[src/rtl/data_mem_handler_pkg.sv]
// Shared types and funct3 size codes for the data-memory handler and the core's control unit.
package data_mem_handler_pkg;

    typedef enum logic [1:0] {
        S_IDLE  = 2'd0,
        S_REQ   = 2'd1,
        S_DONE  = 2'd2,
        S_ERROR = 2'd3
    } state_e;

    localparam logic [2:0] F3_B  = 3'b000;
    localparam logic [2:0] F3_H  = 3'b001;
    localparam logic [2:0] F3_W  = 3'b010;
    localparam logic [2:0] F3_BU = 3'b100;
    localparam logic [2:0] F3_HU = 3'b101;

    // Legal size code for the direction and naturally aligned for that size.
    function automatic logic access_ok(input logic [2:0] f3, input logic [1:0] addr,
                                       input logic is_store);
        logic ok;
        case (f3)
            F3_B:    ok = 1'b1;
            F3_H:    ok = ~addr[0];
            F3_W:    ok = (addr == 2'b00);
            F3_BU:   ok = ~is_store;
            F3_HU:   ok = ~is_store & ~addr[0];
            default: ok = 1'b0;
        endcase
        return ok;
    endfunction

endpackage

[src/rtl/data_mem_handler_load_extender.sv]
// Moves the addressed byte/half of a memory word down to bit 0 and sign- or zero-extends it.
module load_extender
    import data_mem_handler_pkg::*;
(
    input  logic [31:0] word_i,
    input  logic [1:0]  addr_i,
    input  logic [2:0]  funct3_i,
    output logic [31:0] result_o
);

    logic [7:0]  byte_sel;
    logic [15:0] half_sel;

    always_comb begin
        case (addr_i)
            2'd0:    byte_sel = word_i[7:0];
            2'd1:    byte_sel = word_i[15:8];
            2'd2:    byte_sel = word_i[23:16];
            default: byte_sel = word_i[31:24];
        endcase
        half_sel = addr_i[1] ? word_i[31:16] : word_i[15:0];

        case (funct3_i)
            F3_B:    result_o = {{24{byte_sel[7]}}, byte_sel};
            F3_BU:   result_o = {24'd0, byte_sel};
            F3_H:    result_o = {{16{half_sel[15]}}, half_sel};
            F3_HU:   result_o = {16'd0, half_sel};
            default: result_o = word_i;
        endcase
    end

endmodule

[src/rtl/data_mem_handler.sv]
// Load/store unit between the core and a word-wide data memory with byte enables,
// alignment checking and a bounded wait for the memory acknowledge.
module data_mem_handler
    import data_mem_handler_pkg::*;
#(
    parameter int TIMEOUT = 255
) (
    input  logic        clk,
    input  logic        rst,
    input  logic        cpu_read,
    input  logic        cpu_write,
    input  logic [31:0] cpu_addr,
    input  logic [31:0] cpu_wdata,
    input  logic [2:0]  funct3,
    output logic [31:0] cpu_rdata,
    output logic        busy,
    output logic        done,
    output logic        err,
    output logic        mem_req,
    output logic        mem_we,
    output logic [31:0] mem_addr,
    output logic [31:0] mem_wdata,
    output logic [3:0]  mem_sel,
    input  logic        mem_ack,
    input  logic [31:0] mem_rdata
);

    localparam int CW = (TIMEOUT < 2) ? 1 : $clog2(TIMEOUT + 1);

    state_e      state_q, state_d;
    logic [CW-1:0] cnt_q, cnt_d;
    logic [31:0] addr_q, addr_d;
    logic [31:0] wdata_q, wdata_d;
    logic [2:0]  f3_q, f3_d;
    logic        we_q, we_d;
    logic [31:0] rdata_q, rdata_d;

    logic [31:0] load_value;
    logic [3:0]  store_sel;
    logic [31:0] store_wdata;
    logic        req_store;

    load_extender u_load_extender (
        .word_i   (mem_rdata),
        .addr_i   (addr_q[1:0]),
        .funct3_i (f3_q),
        .result_o (load_value)
    );

    always_comb begin
        case (f3_q)
            F3_B: begin
                store_sel   = 4'b0001 << addr_q[1:0];
                store_wdata = {4{wdata_q[7:0]}};
            end
            F3_H: begin
                store_sel   = 4'b0011 << addr_q[1:0];
                store_wdata = {2{wdata_q[15:0]}};
            end
            default: begin
                store_sel   = 4'b1111;
                store_wdata = wdata_q;
            end
        endcase
    end

    // A simultaneous read and write request is serviced as a store.
    assign req_store = cpu_write;

    always_comb begin
        // NOTE: every signal gets its hold value first so no path through the case infers a latch.
        state_d = state_q;
        cnt_d   = cnt_q;
        addr_d  = addr_q;
        wdata_d = wdata_q;
        f3_d    = f3_q;
        we_d    = we_q;
        rdata_d = rdata_q;

        case (state_q)
            S_IDLE: begin
                if (cpu_read || cpu_write) begin
                    if (access_ok(funct3, cpu_addr[1:0], req_store)) begin
                        state_d = S_REQ;
                        cnt_d   = '0;
                        addr_d  = cpu_addr;
                        wdata_d = cpu_wdata;
                        f3_d    = funct3;
                        we_d    = req_store;
                    end else begin
                        state_d = S_ERROR;
                    end
                end
            end
            S_REQ: begin
                if (mem_ack) begin
                    state_d = S_DONE;
                    if (!we_q) rdata_d = load_value;
                end else if (cnt_q == CW'(TIMEOUT - 1)) begin
                    state_d = S_ERROR;
                end else begin
                    cnt_d = cnt_q + 1'b1;
                end
            end
            default: state_d = S_IDLE;
        endcase
    end

    // NOTE: sequential state uses non-blocking assignments so every register samples pre-edge values.
    always_ff @(posedge clk) begin
        if (!rst) begin
            state_q <= S_IDLE;
            cnt_q   <= '0;
            addr_q  <= '0;
            wdata_q <= '0;
            f3_q    <= '0;
            we_q    <= 1'b0;
            rdata_q <= '0;
        end else begin
            state_q <= state_d;
            cnt_q   <= cnt_d;
            addr_q  <= addr_d;
            wdata_q <= wdata_d;
            f3_q    <= f3_d;
            we_q    <= we_d;
            rdata_q <= rdata_d;
        end
    end

    assign busy      = (state_q != S_IDLE);
    assign done      = (state_q == S_DONE);
    assign err       = (state_q == S_ERROR);
    assign mem_req   = (state_q == S_REQ);
    assign mem_we    = mem_req & we_q;
    assign mem_sel   = mem_req ? (we_q ? store_sel : 4'b1111) : 4'b0000;
    assign mem_addr  = {addr_q[31:2], 2'b00};
    assign mem_wdata = store_wdata;
    assign cpu_rdata = rdata_q;

endmodule
[config.mk]
export PLATFORM = sky130hd
export DESIGN_NAME = data_mem_handler
export DESIGN_NICKNAME = d
export VERILOG_FILES = /design/src/rtl/data_mem_handler_pkg.sv /design/src/rtl/data_mem_handler_load_extender.sv /design/src/rtl/data_mem_handler.sv
export SDC_FILE = /design/constraint.sdc
export NUM_CORES = 1
export LEC_CHECK = 0
export BUFFER_PORTS_ARGS = -buffer_cell sky130_fd_sc_hd__buf_2
export CORE_MARGIN = 4
export CORE_UTILIZATION = 52
export CTS_BUF_LIST = sky130_fd_sc_hd__clkbuf_4
export DETAILED_ROUTE_END_ITERATION = 7
export MAX_ROUTING_LAYER = met4
export PLACE_DENSITY_LB_ADDON = 0.12
export SYNTH_ARGS = -nofsm -noshare
export SYNTH_HDL_FRONTEND = slang
export SYNTH_HIERARCHICAL = 1
export SYNTH_SLANG_ARGS = --single-unit
[constraint.sdc]
create_clock -name clk -period 3.7 [get_ports clk]
set_input_delay 0.185 -clock clk [delete_from_list [all_inputs] [get_ports clk]]
set_output_delay 0.185 -clock clk [all_outputs]
set_load 0.02 [all_outputs]
==> results of run 1 <==
-- layer usage --
| metal | part of all wire [%] | up-vias |
|---|---|---|
| met2 | 47 | 281 |
| met3 | 8.6 | 45 |
| met5 | 0 | - |
| met4 | 3.0 | 0 |
| li1 | - | 2926 |
| met1 | 41 | 2743 |
-- cell families after synthesis --
family / after synthesis
and+or+nand+nor: 289
AOI/OAI and AO/OA: 180
buffers and inverters: 118
DFF: 110
muxes: 41
adders and majority gates: 2
other: 1
-- cells in the final DEF, fill, tap and decap left out, types with 4 or more instances in the layout --
cell type / netlist / layout
a21oi_1: 57 / 57
o211ai_1: 5 / 5
a311oi_1: 7 / 7
o21ai_1: 5 / 5
o22ai_1: 17 / 17
nor2_1: 46 / 45
buf_2: 11 / 205
nand2_1: 137 / 137
dfxtp_1: 110 / 110
or3_1: 4 / 4
a31oi_1: 4 / 4
o21ai_0: 61 / 61
mux4_1: 7 / 7
mux2_2: 16 / 16
inv_1: 17 / 17
mux2i_1: 16 / 16
clkbuf_4: 0 / 10
nor2b_1: 11 / 11
nand3_1: 66 / 66
dlygate4sd3_1: 0 / 64
o221ai_2: 4 / 4
buf_4: 42 / 9
-- where the power goes --
group	total, W	internal, W	switching [W]
clock network	0.000757	0.000350	0.000407
logic	0.000726	0.000295	0.000430
registers	0.00132	0.00125	0.0000642
-- final cells by class --
| class | instances | area, µm² |
|---|---|---|
| Fill cell | 904 | 3550 |
| Sequential cell | 110 | 2200 |
| Inverter | 19 | 71.3 |
| Clock inverter | 6 | 108 |
| Clock buffer | 10 | 75.1 |
| Tap cell | 140 | 175 |
| Multi-Input combinational cell | 514 | 3000 |
| Timing Repair Buffer | 279 | 1750 |
-- what timing repair did --
action                    in CTS  in global routing
hold buffers                  64                  0
buffers inserted               0                  0
hold endpoints to repair      64                  0
-- sequential cells by signal, indices dropped and copies added, names as in the netlist --
name and cells:
addr_q 32, cnt_q 8, cpu_rdata 32, f3_q 3, state_q 2, wdata_q 32
we_q 1
-- through the flow --
stage / total power [W] / hold slack, ns / setup WS (ns)
final: 0.00280 / 0.00909 / 1.10
after global placement: 0.00199 / 0.398 / 1.59
after CTS: 0.00280 / 0.00225 / 1.10
after global routing: 0.00293 / 0.00759 / 0.951
after floorplan: 0.00183 / 0.315 / 1.95
after detailed placement: 0.00201 / 0.405 / 1.51
-- worst min-delay path: cells and delay by family --
| kind | cells | cell delay, ns |
|---|---|---|
| simple gates | 1 | 0.07 |
| buf+inv | 1 | 0.12 |
| mux | 1 | 0.07 |
-- synth_stat cells (all sizes together) (7+ instances only) --
library cell,number,area [µm²]
dfxtp,110,2200
buf,62,477
o221ai,7,86.3
mux2,18,210
a21oi,57,285
nand2,137,514
nor2,46,173
inv,18,67.6
nor2b,11,68.8
o21ai,66,330
nand3,66,330
mux2i,16,160
o22ai,17,106
clkbuf,37,144
a311oi,7,61.3
mux4,7,184
-- path summary, 6_finish.rpt --
kind / start / endpoint / slack [ns] / depth (start not counted)
setup / recovery: f3_q[1] / mem_wdata[31] / 1.10 / 5
hold / removal: funct3[0] / f3_q[0] / 0.009 / 3
setup reg to reg: addr_q[1] / cpu_rdata[13] / 1.44 / 5
hold reg to reg: cpu_rdata[1] / cpu_rdata[1] / 0.46 / 2
==> metrics.cfg, run 1 <==
[place]
dpl.cell_count=998
dp_hpwl_mm=11.8
gp_congestion=0.924
port_buffers=206
place_area_mm2=0.00656

[cts]
cts_tree=done
cts_made_buffers=9
cts_buffer_depth=2
root_buffer=clkbuf_4
clkSinkCount=110
post_cts_resized=0
cts_max_level=3
insertion_delay_ns=0.48
clk_pin_slew_worst_paths_ns=0.16

[global_routing]
grt_max_degree=130
first_global_vias=5770
antenna_found_initial=0
top_usage_layer=met2
gr-usage-met1_pct=33.6
grtUsageTotal_pct=27.6
grt_overflow=0
use_met2_pct=44.8
grt_pass1_wl_mm=28.1
met3_usage_pct=5.66

[timing]
setup_viol=0
period_minus_slack_ns=2.60
tns_ns=0
grt_setup_unrepaired=false
slew_violations=0
skew_ns=0.0188
fmax_mhz=385
relSlewSlack_pct=20.2
worstMarginPinSlew_ns=1.20
hold_viol=0
fin_crit_sh_pct=70.3

[setup_path]
cp-end-kind=output pin
crit_path_cell_trace=nor2_2, buf_4, nor2_1, a21oi_1, buf_2
cp_max_fo=24
cp_top_family=simple AND/OR/NAND/NOR gates
cp.required_ns=3.51
arrival_ns=2.42
critPathMaxStageDelay_ns=0.83
crit_type=register to output pin
start_kind=register
slowest_stage=nor2_2
critPathBufInv=2

[power_and_ir_drop]
power_density_mw_per_mm2=379
peakVddDrop_uv=227
power.leakage_nw=3.17

[yosys]
avgSynthCellArea_um2=7.93
synth_edf_count=0
synth_top_family_by_area=simple AND/OR/NAND/NOR gates
synthAdderAreaFrac_pct=0.426
yosys_warnings=6
synth.distinct_cells=62
synth-compound-area-share_pct=18.7
yosysSeqAreaShare_pct=37.5
synth-main-ff-cell=dfxtp_1
netlist_instances=741
synth_mux_area_share_pct=9.43
synth-seq-cells=110
synth_area_mm2=0.00588
synthArstFlopShare_pct=0
yosys.area_share.simple_pct=22.1
synth_xor_area_share_pct=0

[die]
rows=38
start_util_pct=53.7
die-area_mm2=0.0131
pin_count=209
coreArea_mm2=0.0109
fp.dieW_um=114
die_y_um=114

[final_layout]
syn_to_final_growth_pct=25.7
final_cells=1078
utilization_pct=67.6
finalNetCount=1039
num_antenna_cells=0
fin_area_mm2=0.00739
drive_above_1_share_pct=28.1

[outcome]
outcome=finished, final reports clean

[drt]
drtIter0Drc=505
routed_wl_mm=17.6
wl_per_cell_um=16.3
num_vias=5995
avgViaCountPerCell=5.56
detail_route.first_pass.iterations=5
ant_nets=0
drcViolationCount=0

[job]
cap_violations=0

[worst_hold_path]
hp-class=input pin to register

Note: power is estimated with default switching activity, not from simulation.
==> run 2: changes to the inputs <==
--- a/config.mk
+++ b/config.mk
@@ -5,6 +5,7 @@
 export SDC_FILE = /design/constraint.sdc
 export NUM_CORES = 1
 export LEC_CHECK = 0
+export ABC_AREA = 1
 export BUFFER_PORTS_ARGS = -buffer_cell sky130_fd_sc_hd__buf_2
 export CORE_MARGIN = 4
 export CORE_UTILIZATION = 52
==> constraint.sdc (replaced) <==
create_clock -name clk -period 2.46 [get_ports clk]
set_input_delay 0.123 -clock clk [delete_from_list [all_inputs] [get_ports clk]]
set_output_delay 0.123 -clock clk [all_outputs]
set_load 0.02 [all_outputs]
==> run 2 against run 1 <==
Net effect:
- via count increased by 2.0%
- area after synthesis decreased by 2.4%
- clock power up 27%
- first-iteration DRC count increased by 13%
- critical path type unchanged
- largest cell class unchanged
==> metrics.cfg, run 2 <==
[outcome]
outcome=finished, final reports clean

[place]
gp_congestion=0.955  ; +3.3%
pre_cts_ws_ns=0.529  ; -0.976 ns
dp_hpwl_mm=11.6  ; -1.8%
port_buffers=206  ; unchanged

[setup_path]
cp_max_fo=19  ; -21%
arrival_ns=2.09  ; -0.33 ns
crit_type=register to output pin
cp.required_ns=2.34  ; -1.17 ns
cp-end-kind=output pin
start_kind=register

[power_and_ir_drop]
pwr-share-comb_pct=33.5  ; +7.6 points
switching_share_pct=37.7  ; +5.5 points
power.net_switching_w=0.00171  ; +90%
peakVddDrop_uv=465  ; +110%
p_clk_share_pct=21.1  ; -5.9 points
power_density_mw_per_mm2=623  ; +64%
power.share.sequential_pct=45.4  ; -1.7 points
power.leakage_nw=3.55  ; +12%
power.internal_w=0.00284  ; +49%

[yosys]
yosysSeqAreaShare_pct=38.4  ; +0.93 points
netlist_instances=863  ; +16%
synth-main-ff-cell=dfxtp_1
synth-compound-area-share_pct=15.0  ; -3.7 points
synth-seq-cells=110  ; unchanged
synth_edf_count=0  ; unchanged
yosys.area_share.simple_pct=32.7  ; +11 points
yosysTopAreaCell=dfxtp_1
netlist.area_leader.share_pct=38.4  ; +0.93 points
synth_mux_area_share_pct=0  ; -9.4 points
synth_most_common_cell=nor2_1
avgSynthCellArea_um2=6.64  ; -16%
yosys_warnings=6  ; unchanged
synth_top_cells_by_count=nor2_1 (220), nand2_1 (153), dfxtp_1 (110)
synth_area_mm2=0.00573  ; -2.4%
synthArstFlopShare_pct=0  ; unchanged
synth_xor_area_share_pct=0.153  ; +0.15 points
synth_top_family_by_area=simple AND/OR/NAND/NOR gates
ys_top_cells_by_area=dfxtp_1 (38%), nor2_1 (14%), nand2_1 (10%)
synth.distinct_cells=30  ; -52%
synthAdderAreaFrac_pct=0.436  ; +0.011 points

[drt]
num_vias=6114  ; +2.0%
routed_wl_mm=16.8  ; -4.7%
detail_route.first_pass.iterations=7  ; +2
drcViolationCount=0  ; unchanged
ant_nets=0  ; unchanged
avgViaCountPerCell=5.02  ; -9.7%
drtIter0Drc=570  ; +13%
wl_per_cell_um=13.8  ; -16%

[cts]
cts_buffer_depth=2  ; unchanged
cts_setup_buffers=0  ; unchanged
cts_tree=done
cts_max_level=3  ; unchanged
insertion_delay_ns=0.48  ; about the same
root_buffer=clkbuf_4
cts_made_buffers=9  ; unchanged
clk_pin_slew_worst_paths_ns=0.16  ; about the same
clkSinkCount=110  ; unchanged

[final_layout]
final_cell_mix=nor2_1 (220), buf_2 (206), nand2_1 (153), dfxtp_1 (110), o21ai_0 (104)
area.sequential_mm2=0.00220  ; unchanged
finalNetCount=1179  ; +13%
drive_above_1_share_pct=24.3  ; -3.8 points
nFillCells=1010  ; +12%
syn_to_final_growth_pct=27.4
layout_commonest_cell=nor2_1
num_antenna_cells=0  ; unchanged
multi_input_area_mm2=0.00278  ; -7.4%

[global_routing]
grt_overflow=0  ; unchanged
antenna_found_initial=0  ; unchanged
first_global_vias=5711  ; -1.0%
grt_max_degree=46  ; -65%
grt_pass1_wl_mm=27.3  ; -2.9%
grtUsageTotal_pct=26.8  ; -0.74 points

[timing]
period_minus_slack_ns=2.21
postLayoutSetupSlackWorst_ns=0.248  ; -0.852 ns
fmax_mhz=452
fin_crit_sh_pct=89.9
setup_viol=0  ; unchanged
hold_viol=0  ; unchanged
skew_ns=0.0249  ; +0.00612 ns
relSlewSlack_pct=56.2  ; +36 points
tns_ns=0  ; unchanged
worstMarginPinSlew_ns=0.657  ; -0.540 ns
grt_setup_unrepaired=false
slew_violations=0  ; unchanged

[die]
fp.dieW_um=113  ; -1.1%
rows=38  ; unchanged
coreArea_mm2=0.0108  ; -1.3%
pin_count=209  ; unchanged
die-area_mm2=0.0128  ; -2.3%
start_util_pct=53.1  ; -0.61 points
die_y_um=113  ; -1.1%

[worst_hold_path]
hp-class=input pin to register

[job]
cap_violations=0  ; unchanged

[run 2: cell types whose count changed in the layout (fill, tap and decap cells not counted), moves of 7 or more]
cell,delta
a21oi_1,-36
a311oi_1,-7
inv_1,+25
mux2_2,-16
mux2i_1,-16
mux4_1,-7
nand2_1,+16
nand3_1,-15
nor2_1,+175
nor2b_1,-11
o21ai_0,+43
o21ai_1,+20
o22ai_1,-17
[run 2: cells by family after synthesis]
family          after synthesis
simple gates                450
compound gates              164
buf+inv                     135
flops                       110
fa+ha+maj                     2
xor+xnor                      1
other cells                   1
[run 2: cell type report]
type / instances / area share, %
clock buffers: 9 / 0.925
multi-input cells: 619 / 38.0
well taps: 140 / 2.40
clock inverters: 7 / 1.22
flip-flops and latches: 110 / 30.1
repair buffers: 283 / 24.7
inverters: 50 / 2.57
[run 2: routing by layer]
metal / routed length [µm] / global-route usage (%)
met3: 1150 / 3.80
met1: 7160 / 33.7
met4: 443 / 8.97
met5: 0 / -
met2: 8020 / 44.4
[run 2: worst max-delay path, stage by stage, from the launching register on]
cell	delay, ns
dfxtp_1	0.40
nor2_4	0.25
inv_2	0.06
buf_4	0.21
nor2_4	0.15
inv_1	0.14
o211ai_1	0.22
buf_2	0.20
[run 2: path summary, 6_finish.rpt]
path / startpoint / endpoint / slack, ns / depth (start not counted)
setup / recovery: f3_q[2] / mem_wdata[25] / 0.25 / 7
hold / removal: mem_ack / state_q[0] / 0.02 / 4
setup reg to reg: addr_q[1] / cpu_rdata[8] / 0.44 / 8
hold reg to reg: we_q / we_q / 0.48 / 2
[run 2: power groups by stage]
stage / sequential (W) / combinational (W) / clock [W]
finish: 0.00207 / 0.00152 / 0.000961
global route: 0.00210 / 0.00169 / 0.00106
CTS: 0.00207 / 0.00151 / 0.000994
detailed placement: 0.00210 / 0.00143 / 0
global placement: 0.00210 / 0.00142 / 0
floorplan: 0.00213 / 0.00105 / 0
[run 2: metrics by stage]
stage / power, W / hold WS [ns] / utilization [%] / cells / cell area (µm²)
5_1_grt: 0.00485 / 0.0205 / 67.7 / 1218 / 7300
3_5_place_dp: 0.00353 / 0.363 / 59.9 / 1134 / 6460
4_1_cts: 0.00457 / 0.000708 / 67.6 / 1218 / 7300
6_report: 0.00455 / 0.0200 / 67.7 / 1218 / 7300
3_3_place_gp: 0.00352 / 0.356 / 59.9 / 1134 / 6460
2_1_floorplan: 0.00319 / 0.266 / - / 864 / 5740
[run 2: repair_timing]
| item | CTS | global route |
|---|---|---|
| resized for setup | 0 | 1 |
| setup endpoints to repair | 0 | 9 |
| hold buffers | 68 | 0 |
| endpoints found under the hold margin | 68 | 0 |
